<file path="src/rtl/xor_checksum_arbiter.sv">
// Round-robin arbiter that grants one whole packet at a time to a shared XOR accumulator
// and returns the packet checksum, requester ID and saturating word count.
module xor_checksum_arbiter #(
  parameter int unsigned W     = 8,
  parameter int unsigned NREQ  = 4,
  parameter int unsigned ID_W  = 2,
  parameter int unsigned CNT_W = 8
) (
  input  logic              CLK,
  input  logic              RN,
  input  logic [NREQ-1:0]   REQ_VALID,
  input  logic [NREQ-1:0]   REQ_LAST,
  input  logic [NREQ*W-1:0] REQ_DATA,
  output logic [NREQ-1:0]   REQ_READY,
  output logic              RES_VALID,
  input  logic              RES_READY,
  output logic [W-1:0]      RES_DATA,
  output logic [ID_W-1:0]   RES_ID,
  output logic [CNT_W-1:0]  RES_COUNT,
  output logic              BUSY
);

  typedef enum logic [1:0] {S_IDLE, S_ACCUM, S_RESULT} state_e;

  state_e            state_q, state_d;
  logic [ID_W-1:0]   g_q, g_d, ptr_q, ptr_d, ptr_nxt;
  logic [W-1:0]      acc_q, acc_d, acc_x;
  logic [CNT_W-1:0]  cnt_q, cnt_d, cnt_inc;
  logic [W-1:0]      res_data_q, res_data_d;
  logic [ID_W-1:0]   res_id_q, res_id_d;
  logic [CNT_W-1:0]  res_cnt_q, res_cnt_d;
  logic              res_valid_q, res_valid_d;
  logic              busy_q, busy_d;

  logic [ID_W-1:0]   pick, pick_hi, pick_lo;
  logic              hit_hi, hit_lo, any_valid;
  logic [W-1:0]      data_g;
  logic              valid_g, last_g;

  // Round-robin pick: lowest valid index at or above ptr, else lowest valid index below it
  always_comb begin
    pick_hi = '0;
    pick_lo = '0;
    hit_hi  = 1'b0;
    hit_lo  = 1'b0;
    for (int i = 0; i < int'(NREQ); i++) begin
      if (REQ_VALID[i]) begin
        if (32'(i) >= 32'(ptr_q)) begin
          if (!hit_hi) begin
            hit_hi  = 1'b1;
            pick_hi = ID_W'(i);
          end
        end else if (!hit_lo) begin
          hit_lo  = 1'b1;
          pick_lo = ID_W'(i);
        end
      end
    end
    any_valid = hit_hi | hit_lo;
    pick      = hit_hi ? pick_hi : pick_lo;
  end

  // Lane mux for the granted requester
  always_comb begin
    data_g  = '0;
    valid_g = 1'b0;
    last_g  = 1'b0;
    for (int i = 0; i < int'(NREQ); i++) begin
      if (g_q == ID_W'(i)) begin
        data_g  = REQ_DATA[i*W +: W];
        valid_g = REQ_VALID[i];
        last_g  = REQ_LAST[i];
      end
    end
  end

  assign acc_x   = acc_q ^ data_g;
  assign cnt_inc = (cnt_q == '1) ? cnt_q : cnt_q + CNT_W'(1);
  assign ptr_nxt = (32'(g_q) == 32'(NREQ - 1)) ? '0 : g_q + ID_W'(1);

  always_ff @(posedge CLK or negedge RN) begin
    if (!RN) state_q <= S_IDLE;
    else     state_q <= state_d;
  end

  always_comb begin
    state_d = state_q;
    case (state_q)
      S_IDLE:   if (any_valid)                  state_d = S_ACCUM;
      S_ACCUM:  if (valid_g && last_g)          state_d = S_RESULT;
      S_RESULT: if (res_valid_q && RES_READY)   state_d = S_IDLE;
      default:                                  state_d = S_IDLE;
    endcase
  end

  // Datapath next values; REQ_READY is a pure decode of registered state and grant
  always_comb begin
    g_d         = g_q;
    ptr_d       = ptr_q;
    acc_d       = acc_q;
    cnt_d       = cnt_q;
    res_data_d  = res_data_q;
    res_id_d    = res_id_q;
    res_cnt_d   = res_cnt_q;
    res_valid_d = res_valid_q;
    REQ_READY   = '0;
    for (int i = 0; i < int'(NREQ); i++) begin
      REQ_READY[i] = (state_q == S_ACCUM) && (g_q == ID_W'(i));
    end
    case (state_q)
      S_IDLE: begin
        if (any_valid) begin
          g_d   = pick;
          acc_d = '0;
          cnt_d = '0;
        end
      end
      S_ACCUM: begin
        if (valid_g) begin
          acc_d = acc_x;
          cnt_d = cnt_inc;
          if (last_g) begin
            res_data_d  = acc_x;
            res_cnt_d   = cnt_inc;
            res_id_d    = g_q;
            res_valid_d = 1'b1;
            ptr_d       = ptr_nxt;
          end
        end
      end
      S_RESULT: begin
        if (res_valid_q && RES_READY) res_valid_d = 1'b0;
      end
      default: ;
    endcase
    busy_d = (state_d != S_IDLE);
  end

  always_ff @(posedge CLK or negedge RN) begin
    if (!RN) begin
      g_q         <= '0;
      ptr_q       <= '0;
      acc_q       <= '0;
      cnt_q       <= '0;
      res_data_q  <= '0;
      res_id_q    <= '0;
      res_cnt_q   <= '0;
      res_valid_q <= 1'b0;
      busy_q      <= 1'b0;
    end else begin
      g_q         <= g_d;
      ptr_q       <= ptr_d;
      acc_q       <= acc_d;
      cnt_q       <= cnt_d;
      res_data_q  <= res_data_d;
      res_id_q    <= res_id_d;
      res_cnt_q   <= res_cnt_d;
      res_valid_q <= res_valid_d;
      busy_q      <= busy_d;
    end
  end

  assign RES_VALID = res_valid_q;
  assign RES_DATA  = res_data_q;
  assign RES_ID    = res_id_q;
  assign RES_COUNT = res_cnt_q;
  assign BUSY      = busy_q;

endmodule

</file>
<file path="config.mk">
export PLATFORM = sky130hd
export DESIGN_NAME = xor_checksum_arbiter
export DESIGN_NICKNAME = d
export VERILOG_FILES = /design/src/rtl/xor_checksum_arbiter.sv
export SDC_FILE = /design/constraint.sdc
export NUM_CORES = 1
export LEC_CHECK = 0
export CAP_MARGIN = 20
export CORE_MARGIN = 3
export CORE_UTILIZATION = 45
export CTS_BUF_LIST = sky130_fd_sc_hd__clkbuf_8 sky130_fd_sc_hd__clkbuf_16
export DETAILED_ROUTE_END_ITERATION = 12
export PLACE_DENSITY = 0.76
export SLEW_MARGIN = 10
export SYNTH_ARGS = -nofsm -noshare
export SYNTH_HDL_FRONTEND = slang
export SYNTH_SLANG_ARGS = --single-unit
</file>
<file path="constraint.sdc">
create_clock -name CLK -period 4.8 [get_ports CLK]
set_clock_uncertainty 0.1 [all_clocks]
set_input_delay 1.2 -clock CLK [delete_from_list [all_inputs] [get_ports CLK]]
set_output_delay 1.2 -clock CLK [all_outputs]
set_load 0.02 [all_outputs]
</file>
### Yosys cells after proc, flatten, opt, wreduce, memory -nomap -nowiden

Index checks and enable logic that the tools add are counted.

| word-level totals | value |
|---|---|
| register bits after elaboration | 42 |
| input bits | 43 |
| output and inout port bits | 24 |

| cells by class | value |
|---|---|
| $add $sub $neg | 2 |
| magnitude comparators | 3 |
| equal/unequal tests | 10 |
| multiplexer cells | 55 |
| bitwise operators | 2 |
| reductions and logical operators | 15 |

Operators with widths:

| kind | number |
|---|---|
| $mux 8 | 8 |
| $pmux 8 s2 | 2 |
| $mux 1 | 30 |
| $mux 2 | 13 |
| $add 8x1->8 const B | 1 |
| $eq 8x8->1 const B | 1 |
| $ne 2x2->1 const B | 4 |
| $xor 8x8->8 | 1 |
| $eq 2x2->1 const B | 3 |
| $logic_and 1x1->1 | 6 |
| $pmux 2 s3 | 1 |
| $reduce_and 3->1 | 2 |
| $reduce_bool 2->1 | 3 |
| $eq 2x1->1 const B | 2 |
| $ge 1x2->1 const A | 2 |
| $logic_not 2->1 | 2 |
| $reduce_and 4->1 | 1 |
| $add 2x1->2 const B | 1 |
| $ge 2x2->1 const A | 1 |
| $pmux 1 s2 | 1 |
| $reduce_and 2->1 | 1 |
| $or 1x1->1 | 1 |

### Depth between registers and ports, before layout

Gate-level depths: netlist of run 1.

| depth | value |
|---|---|
| depth in word-level cells | 12 |
| gate-level depth with buffers | 10 |

### Worst setup path before layout of run 1

OpenSTA, ideal clock, no wires.

| timing | value |
|---|---|
| kind | input port to flip-flop |
| start point | input port REQ_VALID[1] |
| end point | register res_cnt_q[0] (netlist: RES_COUNT[0]) |
| arrival time | 2,368 ps |
| data required time | 4,575 ps |
| path slack | 2,207 ps |
| stages on the path | 5 |
| cell sequence | nand2_1 -> a311o_1 -> nor4_4 -> buf_4 -> mux2_2 |

| between the ends | value |
|---|---|
| word-level cells in the longest chain between the ends | 4 |

Ends and longest elaborated chain:

| element | RTL line | RTL |
|---|---|---|
| start, declared | 11 | `input logic [NREQ-1:0] REQ_VALID,` |
| $mux 1 (3 in a row) | 69 | `if (g_q == ID_W'(i)) begin` |
| $reduce_and 3->1 (no line) | - |  |
| end signal, assigned | 157 | `res_cnt_q <= res_cnt_d;` |
| end, declared | 31 | `logic [CNT_W-1:0] res_cnt_q, res_cnt_d;` |

No other way between the ends.
A chain may end at the register's enable or synchronous reset.

### Worst setup path after layout of run 1

| timing | value |
|---|---|
| start point | register g_q[0] |
| end point | output port REQ_READY[3] |

| between the ends | value |
|---|---|
| word-level cells in the longest chain between the ends | 2 |

Ends and longest elaborated chain:

| element | RTL line | RTL |
|---|---|---|
| start, declared | 26 | `logic [ID_W-1:0] g_q, g_d, ptr_q, ptr_d, ptr_nxt;` |
| start signal, assigned | 151 | `g_q <= g_d;` |
| $eq 2x2->1 | 108 | `REQ_READY[i] = (state_q == S_ACCUM) && (g_q == ID_W'(i));` |
| $logic_and 1x1->1 | 108 |  |
| end, declared | 14 | `output logic [NREQ-1:0] REQ_READY,` |

No other way between the ends.

==> flow_metrics.py, run 1 <==
metrics = {
    "outcome": {
        "status": "finished, final reports clean",
    },
    "clock_tree": {
        "cts_setup_buffers": 0,
        "clock_latency_ps": 300,
        "cts.clk_slew.worst_paths_ps": 90,
        "htree_levels": 2,
        "cts_buffers": 5,
        "cts_resized": 0,
        "hold_buffers": 0,
        "cts.sinks": 42,
        "cts_tree": "yes",
        "cts.path.max_buffers": 2,
        "cts-root-buf": "clkbuf_8",
    },
    "yosys": {
        "synth.distinct_cells": 47,
        "synth.top_cell.area_share": 0.454,
        "synthFlopType": "dfrtp_1",
        "synth_largest_area_cell": "dfrtp_1",
        "synth_edf_count": 0,
        "yosysSeqAreaShare": 0.454,
        "yosys-top-cells-area": "dfrtp_1, mux2_2, a22o_1",
        "yosys_warnings": 0,
        "synth_seq_cells": 42,
        "netlist_instances": 224,
        "syn-cell-area_um2": 2320,
        "postSynthAreaPerCell_um2": 10.3,
        "ys_async_sr_fraction": 1.00,
        "synth_fp_nets": 272,
    },
    "placement": {
        "detailed_place.area_um2": 2990,
        "detailed_place_hpwl_um": 4100,
        "place.gp.congestion": 0.785,
        "io_buffers": 66,
    },
    "min_path": {
        "min_path_type": "reg2reg",
        "whs_path_depth": 1,
    },
    "timing": {
        "maxSlewViolCount": 0,
        "fmax_ghz": 0.290,
        "rsz0062_at_grt": "no",
        "fin_tns_setup_ps": 0,
        "max_slew_margin": 0.217,
        "worst_pin_slew_ps": 1180,
        "finalSetupViolations": 0,
        "final_hold_viol_count": 0,
        "fin_crit_ps": 3450,
        "finalCritPeriodShare": 0.718,
    },
    "finish": {
        "final_cell_mix": "clkdlybuf4s50_1, dfrtp_1, a21oi_1, mux2_2, nand2_1",
        "antenna_cells": 0,
        "regArea_um2": 1050,
        "final_area_um2": 3100,
        "mostFrequentLayoutCell": "clkdlybuf4s50_1",
        "drive_gt1_frac": 0.0972,
        "nFillCells": 404,
        "multi_input_area_um2": 1160,
        "nets": 335,
        "areaGrowthSynthToFinish_pct": 33.8,
    },
    "worst_setup_path": {
        "cp_max_fo": 11,
        "crit_path_max_incr_delay_ps": 640,
        "crit_type": "reg2out",
        "arrival_ps": 2150,
        "cp_cell_sequence": "ha_1 > inv_1 > nor2_1 > clkdlybuf4s50_1",
        "ff2ff_path_depth": 7,
        "cp-end-kind": "primary output",
        "startpoint_type": "flop",
        "cp_slowest_cell": "clkdlybuf4s50_1",
        "cp.required_ps": 3500,
    },
    "power_and_ir_drop": {
        "power.internal_uw": 1160,
        "p_sw_frac": 0.420,
        "power.share.sequential": 0.293,
        "clkPwrFrac": 0.138,
        "p_comb_frac": 0.569,
        "power_density_nw_per_um2": 647,
        "p_leak_uw": 0.00130,
        "switchingPower_uw": 842,
        "ir_worst_vdd_uv": 351,
    },
    "route": {
        "routed_wl_um": 5750,
        "ant_nets": 0,
        "viasPerCell": 5.77,
        "wire_per_inst_um": 16.2,
        "drc": 0,
        "first_iter_violations": 68,
        "first_pass_iters": 4,
        "vias": 2050,
    },
    "floorplanning": {
        "dieHeight_um": 77.7,
        "initial_core_util": 0.478,
        "die_area_um2": 6040,
        "std_cell_rows": 25,
        "dieWidth_um": 77.7,
        "ios": 67,
        "core_um2": 4850,
    },
    "global_routing": {
        "grt_max_degree": 43,
        "antenna_found_initial": 0,
        "grt-ovfl-total": 0,
        "grt_pass1_vias": 2029,
        "grt_pass1_wl_um": 9720,
        "grt_use_total": 0.200,
    },
    "run": {
        "drv_cap": 0,
    },
}
path summary, 6_finish.rpt:
path	from	to	slack [ps]
worst max-delay path	g_q[0]	REQ_READY[3]	1350
worst min-delay path	RES_DATA[0]	RES_DATA[0]	410
worst max register to register	g_q[1]	cnt_q[1]	1960
worst min register to register	RES_DATA[0]	RES_DATA[0]	410
max in group asynchronous	RN	acc_q[2]	3090
min in group asynchronous	RN	RES_DATA[3]	940
state kept, by name (all words and copies together) (netlist names):
name,count
BUSY,1
RES_COUNT,8
RES_DATA,8
RES_ID,2
RES_VALID,1
acc_q,8
cnt_q,8
g_q,2
ptr_q,2
state_q,2
cell type report:
class	instances	area share
Multi-Input combinational cell	163	0.373
Sequential cell	42	0.339
Timing Repair Buffer	68	0.216
Tap cell	67	0.0271
Clock buffer	5	0.0222
Clock inverter	3	0.0133
Inverter	7	0.00848
cell families (layout without fill, tap and decap cells):
group	count (synthesis)	after routing	synth area share
buffers and inverters	19	83	0.0470
and+or+nand+nor	60	60	0.145
adders and majority gates	5	5	0.0270
AOI/OAI and AO/OA	73	73	0.218
muxes	14	14	0.0675
xor gates and xnor gates	11	11	0.0416
DFF	42	42	0.454
through the flow:
| step | util | power, uW | worst slack [ps] | hold WS (ps) | instances |
|---|---|---|---|---|---|
| final | 0.639 | 2010 | 1350 | 409 | 355 |
| after global routing | 0.639 | 2160 | 1240 | 430 | 355 |
| after CTS | 0.639 | 2020 | 1330 | 415 | 355 |
| after detailed placement | 0.616 | 1740 | 1170 | 396 | 347 |
| after global placement | 0.616 | 1710 | 1320 | 390 | 347 |
| after floorplan | - | 1380 | 2210 | 389 | 224 |
per-layer routing:
| metal | vias up | share of wire | global-route usage |
|---|---|---|---|
| met4 | 0 | 0.014 | 0.0747 |
| met2 | 78 | 0.46 | 0.311 |
| met3 | 12 | 0.084 | 0.0615 |
| met1 | 1007 | 0.44 | 0.262 |
| met5 | - | 0 | 0 |
| li1 | 953 | - | - |
power groups by stage:
| stage | registers, uW | clock network (uW) | logic (uW) |
|---|---|---|---|
| global placement | 587 | 0 | 1120 |
| floorplan | 666 | 0 | 714 |
| global route | 606 | 301 | 1250 |
| finish | 588 | 277 | 1140 |
| detailed placement | 594 | 0 | 1140 |
| CTS | 589 | 284 | 1150 |
worst max-delay path: cells and delay by family (launching register included):
kind | cells | cell delay (ps)
adder cells (fa/ha/maj) | 1 | 320
AND/OR/NAND/NOR | 1 | 230
buffers and inverters | 2 | 890
flip-flops | 1 | 410
Yosys cell counts (all sizes together) (3+ instances only):
| cell type | instances |
|---|---|
| dfrtp | 42 |
| a21oi | 17 |
| mux2 | 13 |
| nor2 | 13 |
| nand2 | 12 |
| a22o | 10 |
| buf | 9 |
| o21ai | 9 |
| xor2 | 9 |
| o22ai | 8 |
| a22oi | 7 |
| inv | 7 |
| nand3 | 6 |
| nor2b | 6 |
| a21o | 5 |
| ha | 5 |
| a31oi | 4 |
| nand2b | 4 |
| and2 | 3 |
| clkbuf | 3 |
| nand3b | 3 |
| nor3 | 3 |
| nor4 | 3 |
| o211ai | 3 |
Note: power is estimated with default switching activity, not from simulation.
==> run 2, diff against run 1 <==
--- a/config.mk
+++ b/config.mk
@@ -7,7 +7,7 @@
 export LEC_CHECK = 0
 export CAP_MARGIN = 20
 export CORE_MARGIN = 3
-export CORE_UTILIZATION = 45
+export CORE_UTILIZATION = 43
 export CTS_BUF_LIST = sky130_fd_sc_hd__clkbuf_8 sky130_fd_sc_hd__clkbuf_16
 export DETAILED_ROUTE_END_ITERATION = 12
 export PLACE_DENSITY = 0.76
==> constraint.sdc (replaced) <==
create_clock -name CLK -period 2.9 [get_ports CLK]
set_clock_uncertainty 0.1 [all_clocks]
set_input_delay 0.725 -clock CLK [delete_from_list [all_inputs] [get_ports CLK]]
set_output_delay 0.725 -clock CLK [all_outputs]
set_load 0.02 [all_outputs]
==> run 2 against run 1 <==
Against the previous run:
- design area rose by 2.3%
- first-iteration DRC count increased by 43%
- utilization down 2.6 points
- final cell count increased by 2.8%
- global-route usage is 1.9 points lower
- setup slack lost 1200 ps
- critical path depth is 1 lower
- non-clock buffer count is 7 higher
- sequential power rose by 64%
- hold slack gained 0.92 ps
- sequential cell count did not move
- critical endpoint unchanged
- highest routed layer unchanged
==> flow_metrics.py, run 2 (same netlist as run 1, synthesis figures left out) <==
metrics = {
    "route": {
        "first_iter_violations": 97,
        "routed_wl_um": 5350,
        "viasPerCell": 5.43,
        "drc": 0,
        "wire_per_inst_um": 14.7,
        "ant_nets": 0,
        "first_pass_iters": 4,
        "vias": 1983,
    },
    "floorplanning": {
        "ios": 67,
        "dieWidth_um": 79.4,
        "initial_core_util": 0.448,
        "dieHeight_um": 79.4,
        "std_cell_rows": 26,
        "core_um2": 5170,
        "die_area_um2": 6300,
    },
    "worst_setup_path": {
        "arrival_ps": 1940,
        "cp_cell_sequence": "or2b_1 > nor2_1 > clkdlybuf4s50_1",
        "cp_max_fo": 6,
        "crit_family": "buffers and inverters",
        "reg2reg_setup_slack_ps": 430,
        "cp.required_ps": 2080,
        "crit_path_max_incr_delay_ps": 650,
        "r2r_start": "g_q[0]",
        "startpoint_type": "flop",
        "path_buf_inv": 1,
        "crit_type": "reg2out",
        "cp-end-kind": "primary output",
        "ff2ff_path_depth": 9,
        "r2r_end": "cnt_q[1]",
        "cp_slowest_cell": "clkdlybuf4s50_1",
    },
    "placement": {
        "place_ws_ps": 124,
        "place.gp.congestion": 0.807,
        "io_buffers": 66,
        "detailed_place_hpwl_um": 3910,
    },
    "clock_tree": {
        "htree_levels": 2,
        "clock_latency_ps": 290,
        "cts_tree": "yes",
        "cts_resized": 0,
        "cts.path.max_buffers": 2,
        "hold_buffers": 0,
        "cts_setup_buffers": 0,
        "cts.sinks": 42,
        "cts.clk_slew.worst_paths_ps": 80,
        "cts-root-buf": "clkbuf_8",
        "cts_buffers": 5,
    },
    "min_path": {
        "min_to": "RES_DATA[1]",
        "whs_path_depth": 1,
        "hold_path_startpoint": "RES_DATA[1]",
        "min_path_type": "reg2reg",
    },
    "global_routing": {
        "grt_pass1_vias": 1955,
        "antenna_found_initial": 0,
        "grt_pass1_wl_um": 9120,
        "grt_max_degree": 43,
        "grt-ovfl-total": 0,
        "grt_use_total": 0.181,
    },
    "finish": {
        "antenna_cells": 0,
        "nets": 342,
        "final_cell_mix": "clkdlybuf4s50_1, dfrtp_1, a21oi_1, mux2_2, nand2_1",
        "nFillCells": 425,
        "multi_input_area_um2": 1160,
        "mostFrequentLayoutCell": "clkdlybuf4s50_1",
        "regArea_um2": 1050,
        "areaGrowthSynthToFinish_pct": 36.8,
        "drive_gt1_frac": 0.125,
    },
    "power_and_ir_drop": {
        "power_density_nw_per_um2": 1070,
        "ir_worst_vdd_uv": 474,
        "p_leak_uw": 0.00133,
        "p_total_uw": 3380,
    },
    "outcome": {
        "status": "finished, final reports clean",
    },
    "timing": {
        "finalSetupViolations": 0,
        "fmax_ghz": 0.362,
        "maxSlewViolCount": 0,
        "fin_crit_ps": 2760,
        "finalCritPeriodShare": 0.952,
        "final_hold_viol_count": 0,
        "max_slew_margin": 0.389,
        "worst_pin_slew_ps": 917,
        "rsz0062_at_grt": "no",
        "fin_tns_setup_ps": 0,
        "layout_setup_ws_ps": 139,
    },
    "run": {
        "drv_cap": 0,
    },
}
-- run 2: cell count changes in the layout (fill, tap and decap cells not counted), sizes merged --
cell	before	now
buf	3	10
inv	8	7
clkinv	0	2
clkinvlp	1	0
-- run 2: power by group --
| group | switching (uW) | total [uW] | internal, uW |
|---|---|---|---|
| clock | 195 | 448 | 253 |
| sequential | 152 | 963 | 810 |
| combinational | 1020 | 1970 | 948 |
| total | 1370 | 3380 | 2010 |
-- run 2: cell type report --
| class | instances | area share |
|---|---|---|
| Timing Repair Buffer | 75 | 0.232 |
| Inverter | 7 | 0.00829 |
| Clock inverter | 3 | 0.0126 |
| Sequential cell | 42 | 0.332 |
| Clock buffer | 5 | 0.0217 |
| Tap cell | 70 | 0.0276 |
| Multi-Input combinational cell | 163 | 0.366 |
-- run 2: stage by stage --
step | instance area [um^2] | hold slack (ps) | std cells | util
finish | 3170 | 410 | 365 | 0.612
CTS | 3170 | 414 | 365 | 0.612
global placement | 3060 | 389 | 357 | 0.591
floorplan | 2320 | 329 | 224 | -
global route | 3170 | 434 | 365 | 0.612
detailed placement | 3060 | 396 | 357 | 0.591
-- run 2: worst max path at each step --
| stage | from | to | slack [ps] | depth (start not counted) |
|---|---|---|---|---|
| 6_report | state_q[1] | REQ_READY[3] | 140 | 3 |
| 5_1_grt | state_q[1] | REQ_READY[3] | 50 | 3 |
| 4_1_cts | g_q[1] | REQ_READY[3] | 90 | 4 |
| 3_5_place_dp | REQ_VALID[3] | RES_DATA[5] | 120 | 6 |
| 3_3_place_gp | REQ_VALID[1] | RES_DATA[1] | 150 | 6 |
| 2_1_floorplan | g_q[0] | RES_COUNT[0] | 750 | 7 |
-- run 2: per-layer routing --
metal | vias to the layer above | wire length, um | track usage
met5 | - | 0 | 0
met4 | 0 | 51 | 0.0498
met3 | 5 | 391 | 0.0474
met2 | 65 | 2480 | 0.292
met1 | 938 | 2430 | 0.242
li1 | 975 | - | -
